==> src/rtl/hazard_pkg.sv <==
// rtl/hazard_pkg.sv - shared types and constants for the pipeline hazard controller
package hazard_pkg;

    typedef enum logic [1:0] {
        RUN      = 2'd0,
        MEM_WAIT = 2'd1,
        ERR      = 2'd2
    } hz_state_t;

    // Default number of MEM_WAIT cycles tolerated before a timeout
    localparam int MEM_TIMEOUT_DEF = 15;

    // Width of the wait-cycle counter used while a data access is outstanding
    localparam int WAIT_CNT_W = 8;

    // Width of the stall-cycle performance counter
    localparam int STALL_CNT_W = 16;

endpackage

==> src/rtl/hazard_ctrl_load_use_detect.sv <==
// rtl/hazard_ctrl_load_use_detect.sv - load-use comparator between the ID sources and the EX load target
module load_use_detect (
    input  logic       ex_memread,
    input  logic [4:0] ex_rd,
    input  logic [4:0] id_rs1,
    input  logic [4:0] id_rs2,
    input  logic       id_use_rs1,
    input  logic       id_use_rs2,
    output logic       hit
);

    // x0 is never a real dependency, so a load targeting it is ignored
    always_comb begin
        hit = ex_memread && (ex_rd != 5'd0) &&
              ((id_use_rs1 && (id_rs1 == ex_rd)) ||
               (id_use_rs2 && (id_rs2 == ex_rd)));
    end

endmodule

==> src/rtl/hazard_ctrl.sv <==
// rtl/hazard_ctrl.sv - stall/flush/bubble sequencing for the five-stage core; HAZARD_PERF_EN builds stall_cnt
module hazard_ctrl
    import hazard_pkg::*;
#(
    parameter int MEM_TIMEOUT = MEM_TIMEOUT_DEF
) (
    input  logic                   clk,
    input  logic                   rst_n,
    input  logic [4:0]             id_rs1,
    input  logic [4:0]             id_rs2,
    input  logic                   id_use_rs1,
    input  logic                   id_use_rs2,
    input  logic [4:0]             ex_rd,
    input  logic                   ex_memread,
    input  logic                   ex_branch_taken,
    input  logic                   mem_req,
    input  logic                   dmem_ready,
    output logic                   dmem_valid,
    output logic                   pc_stall,
    output logic                   ifid_stall,
    output logic                   idex_stall,
    output logic                   exmem_stall,
    output logic                   ifid_flush,
    output logic                   idex_flush,
    output logic                   memwb_bubble,
    output logic                   mem_err,
    output logic [STALL_CNT_W-1:0] stall_cnt
);

    localparam logic [WAIT_CNT_W-1:0] TIMEOUT_VAL = WAIT_CNT_W'(MEM_TIMEOUT);

    hz_state_t             state;
    logic [WAIT_CNT_W-1:0] wait_cnt;
    logic [WAIT_CNT_W-1:0] wait_cnt_nxt;
    logic                  lu_hit;
    logic                  mem_stall;
    logic                  mem_valid;
    logic                  hz_ok;
    logic                  br_sel;
    logic                  lu_sel;

    load_use_detect u_load_use_detect (
        .ex_memread (ex_memread),
        .ex_rd      (ex_rd),
        .id_rs1     (id_rs1),
        .id_rs2     (id_rs2),
        .id_use_rs1 (id_use_rs1),
        .id_use_rs2 (id_use_rs2),
        .hit        (lu_hit)
    );

    assign wait_cnt_nxt = wait_cnt + WAIT_CNT_W'(1);

    // Mealy decode: memory stall first, hazards only in RUN when no memory stall is raised
    always_comb begin
        mem_stall = 1'b0;
        mem_valid = 1'b0;
        case (state)
            RUN: begin
                mem_valid = mem_req;
                mem_stall = mem_req && !dmem_ready;
            end
            MEM_WAIT: begin
                mem_valid = 1'b1;
                mem_stall = !dmem_ready;
            end
            ERR: begin
                mem_valid = 1'b0;
                mem_stall = 1'b1;
            end
            default: begin
                mem_valid = 1'b0;
                mem_stall = 1'b0;
            end
        endcase

        hz_ok  = (state == RUN) && !mem_stall;
        br_sel = hz_ok && ex_branch_taken;
        lu_sel = hz_ok && !ex_branch_taken && lu_hit;

        pc_stall     = mem_stall || lu_sel;
        ifid_stall   = mem_stall || lu_sel;
        idex_stall   = mem_stall;
        exmem_stall  = mem_stall;
        memwb_bubble = mem_stall;

        // A held register must keep its contents, so stall always beats flush
        ifid_flush = br_sel && !ifid_stall;
        idex_flush = (br_sel || lu_sel) && !idex_stall;

        // The request strobe drops as soon as reset is applied, without waiting for a clock
        dmem_valid = mem_valid && !rst_n;
    end

    // Memory handshake FSM with wait counter and sticky timeout flag
    always_ff @(posedge clk or posedge rst_n) begin
        if (rst_n) begin
            state    <= RUN;
            wait_cnt <= '0;
            mem_err  <= 1'b0;
        end else begin
            case (state)
                RUN: begin
                    if (mem_req && !dmem_ready) begin
                        state    <= MEM_WAIT;
                        wait_cnt <= '0;
                    end
                end
                MEM_WAIT: begin
                    if (dmem_ready) begin
                        state    <= RUN;
                        wait_cnt <= '0;
                    end else if (wait_cnt_nxt == TIMEOUT_VAL) begin
                        state    <= ERR;
                        wait_cnt <= wait_cnt_nxt;
                        mem_err  <= 1'b1;
                    end else begin
                        wait_cnt <= wait_cnt_nxt;
                    end
                end
                ERR: begin
                    mem_err <= 1'b1;
                end
                default: begin
                    state    <= RUN;
                    wait_cnt <= '0;
                end
            endcase
        end
    end

`ifdef HAZARD_PERF_EN
    logic [STALL_CNT_W-1:0] stall_cnt_q;

    // Saturating count of cycles in which the PC is held
    always_ff @(posedge clk or posedge rst_n) begin
        if (rst_n) begin
            stall_cnt_q <= '0;
        end else if (pc_stall && (stall_cnt_q != '1)) begin
            stall_cnt_q <= stall_cnt_q + STALL_CNT_W'(1);
        end
    end

    assign stall_cnt = stall_cnt_q;
`else
    assign stall_cnt = '0;
`endif

endmodule

==> config.mk <==
export PLATFORM = sky130hd
export DESIGN_NAME = hazard_ctrl
export DESIGN_NICKNAME = d
export VERILOG_FILES = /design/src/rtl/hazard_pkg.sv /design/src/rtl/hazard_ctrl_load_use_detect.sv /design/src/rtl/hazard_ctrl.sv
export SDC_FILE = /design/constraint.sdc
export NUM_CORES = 1
export LEC_CHECK = 0
export BUFFER_PORTS_ARGS = -buffer_cell sky130_fd_sc_hd__buf_2
export CAP_MARGIN = 0
export CORE_AREA = 8 8 49 66
export DETAILED_ROUTE_END_ITERATION = 6
export DIE_AREA = 0 0 57 74
export PLACE_DENSITY = 0.73
export SLEW_MARGIN = 10
export SYNTH_ARGS = -nofsm -noshare
export SYNTH_HDL_FRONTEND = slang
export SYNTH_SLANG_ARGS = --single-unit
export TNS_END_PERCENT = 30
==> constraint.sdc <==
create_clock -name clk -period 2.5 [get_ports clk]
set_clock_uncertainty 0.2 [all_clocks]
set_input_delay 0.5 -clock clk [delete_from_list [all_inputs] [get_ports clk]]
set_output_delay 0.5 -clock clk [all_outputs]
set_load 0.005 [all_outputs]
==> metrics.md <==
| Metric | Value |
|---|---|
| Max-slew headroom | 0.546 |
| Global-route wire length before repair | 3.86 mm |
| Worst R2R Path Depth | 4 |
| Multi-input logic area | 558 um^2 |
| Antenna fix cells | 0 |
| Area grow syn2layout | 10.5% |
| Post-Syn Area per Cell | 8.36 um^2 |
| # DRC | 0 |
| Sequential area share after synthesis | 0.286 |
| H-Tree Level Count | 1 |
| CP required | 1800 ps |
| Synth Cell Area | 961 um^2 |
| Storage cell area | 275 um^2 |
| IO Port Bufs | 31 |
| Clock Sinks | 11 |
| WP data arrival | 1640 ps |
| Initial DRC count | 23 |
| Total Wirelength | 2.33 mm |
| Vias per cell | 5.14 |
| Die area | 4220 um^2 |
| Vias in the first global route | 890 |
| Cell taking the most area after synthesis | dfrtp_1 |
| Critical Setup Path Class | in2out |
| Final-report max-slew violation count | 0 |
| Placeable Area | 2310 um^2 |
| Routed Antenna Nets | 0 |
| Post-synth ARST share | 1.00 |
| Syn. warnings | 0 |
| Share of cells above drive strength 1 | 0.252 |
| Root buffer cell | clkbuf_4 |
| Tcrit/Tclk final | 0.935 |
| GP Congestion | 0.874 |
| Critical path capture point type | output pin |
| RSZ-0062 raised after global routing | no |
| Worst-Margin Slew | 677 ps |
| TNS Setup | 0 ps |
| Clock slew at reported path FFs | 70 ps |
| Tightest Hold Check Type | in2async |
| Std-Cell Rows | 21 |
| GRT Util Overall | 0.109 |
| DR WL/cell | 14.0 um |
| Finished Cell Area | 1060 um^2 |
| Die Wd | 57 um |
| Hold Violations, Final | 0 |
| Register bit total from synthesis | 11 |
| Status | finished, final reports clean |
| Worst r2r src | state[0]$_DFFE_PP0P_ |
| CTS tree | built |
| Cell area power density | 381 nW/um^2 |
| Post-Synthesis Cells | 115 |
| HPWL after DPL | 1.90 mm |
| Synth unique cells | 36 |
| CP Max Fanout | 3 |
| Max IR drop VDD | 0.245 mV |
| Reg2reg end | wait_cnt[4]$_DFFE_PP0P_ |
| Most instantiated cells after synthesis | buf_4, o21ai_0, dfrtp_1 |
| Leakage power | 0.511 nW |
| Initial antenna violation count | 0 |
| Main synth FF type | dfrtp_1 |
| Number of synthesized flops with an enable pin | 0 |
| Die height | 74 um |
| Post-CTS setup buffers | 0 |
| Placed Area | 1040 um^2 |
| Largest net degree at the start of global routing | 12 |
| Total iterations of the first detailed-routing run | 4 |
| Clk_lat worst skew | 280 ps |
| Num ports | 48 |
| Minimum clock period | 2340 ps |
| Max Buffers Root-to-Sink | 2 |
| Synth top area share | 0.286 |
| Total Nets Final | 169 |
| Maxcap violations | 0 |
| Top-count cell post-synth | buf_4 |
| # hold bufs at CTS | 0 |
| Worst setup SP type | input pin |
| Endpoints failing setup | 0 |
| Max frequency | 428 MHz |
| Cells taking the most area after synthesis | dfrtp_1, buf_4, xor2_1, o21ai_0, xnor2_1 |
| Post-CTS sizing | 0 |
| Gr ovfl total | 0 |
| Vias | 854 |
| CTS Buf Count | 3 |
| Starting Density | 0.416 |
| R2R Setup Slk | 760 ps |
| Fillers | 228 |
[sequential cells by signal, summed over array words and instances (netlist names)]
| register | cells |
|---|---|
| state | 2 |
| wait_cnt | 8 |
| mem_err | 1 |
[routing by layer]
layer  wire length, um  GRT usage  vias to the layer above
met3               241     0.0410                        2
met1               844     0.0988                      396
met5                 0          0                        -
li1                  -          -                      426
met4                21     0.0497                        0
met2              1220      0.208                       30
[placed cells by master, fill, tap and decap left out, types with 2 or more instances in the layout]
master and n:
inv_1 5, nor4_1 3, conb_1 16, buf_2 31, nor2_1 5, a21oi_1 2
nand2_1 6, xnor2_1 4, o31ai_1 3, xor2_1 9, nor3_1 2, and2_1 3
o21ai_0 12, dfrtp_1 11, a31oi_1 2, nand3_1 5, o21bai_1 2, clkbuf_4 3
ha_1 2
[where the power goes]
part / internal (mW) / leakage, nW / switching (mW)
logic: 0.0397 / 0.350 / 0.0509
clock network: 0.0620 / 0.0150 / 0.0613
registers: 0.183 / 0.146 / 0.00809
total: 0.285 / 0.511 / 0.120
[area by class of cell]
cell class,count,area share
Clock buffer,4,0.0247
Tap cell,23,0.0271
Inverter,5,0.0177
Timing Repair Buffer,31,0.146
Multi-Input combinational cell,92,0.525
Sequential cell,11,0.259
[worst max path at each step]
stage	endpoint	cells after the start	startpoint	slack, ps
2_1_floorplan	pc_stall	4	ex_rd[1]	340
3_3_place_gp	pc_stall	5	ex_rd[1]	210
3_5_place_dp	pc_stall	6	ex_rd[0]	160
4_1_cts	pc_stall	5	ex_rd[1]	160
5_1_grt	pc_stall	5	state[1]$_DFFE_PP0P_	10
6_report	pc_stall	5	ex_rd[1]	160
[kinds of logic after synthesis]
kind of cell,Yosys count,share of synthesized area
xor+xnor,13,0.118
flops,11,0.286
buf+inv,27,0.191
compound gates,28,0.190
other cells,1,0.00390
fa+ha+maj,2,0.0260
simple gates,33,0.184
[worst max-delay path, stage by stage]
cell	delay (ps)
buf_2	120
or4_1	550
o2111ai_1	220
o21bai_1	110
buf_2	140
[through the flow]
stage | std cells | util | hold WS [ps] | total power [mW] | setup slack (ps)
after floorplan | 130 | - | 152 | 0.268 | 338
after global placement | 162 | 0.448 | 266 | 0.282 | 215
after detailed placement | 162 | 0.448 | 270 | 0.285 | 165
after CTS | 166 | 0.459 | 38.1 | 0.412 | 162
after global routing | 166 | 0.459 | 64.8 | 0.431 | 9.55
final | 166 | 0.459 | 25.3 | 0.405 | 163
Note: power is estimated with default switching activity, not from simulation.
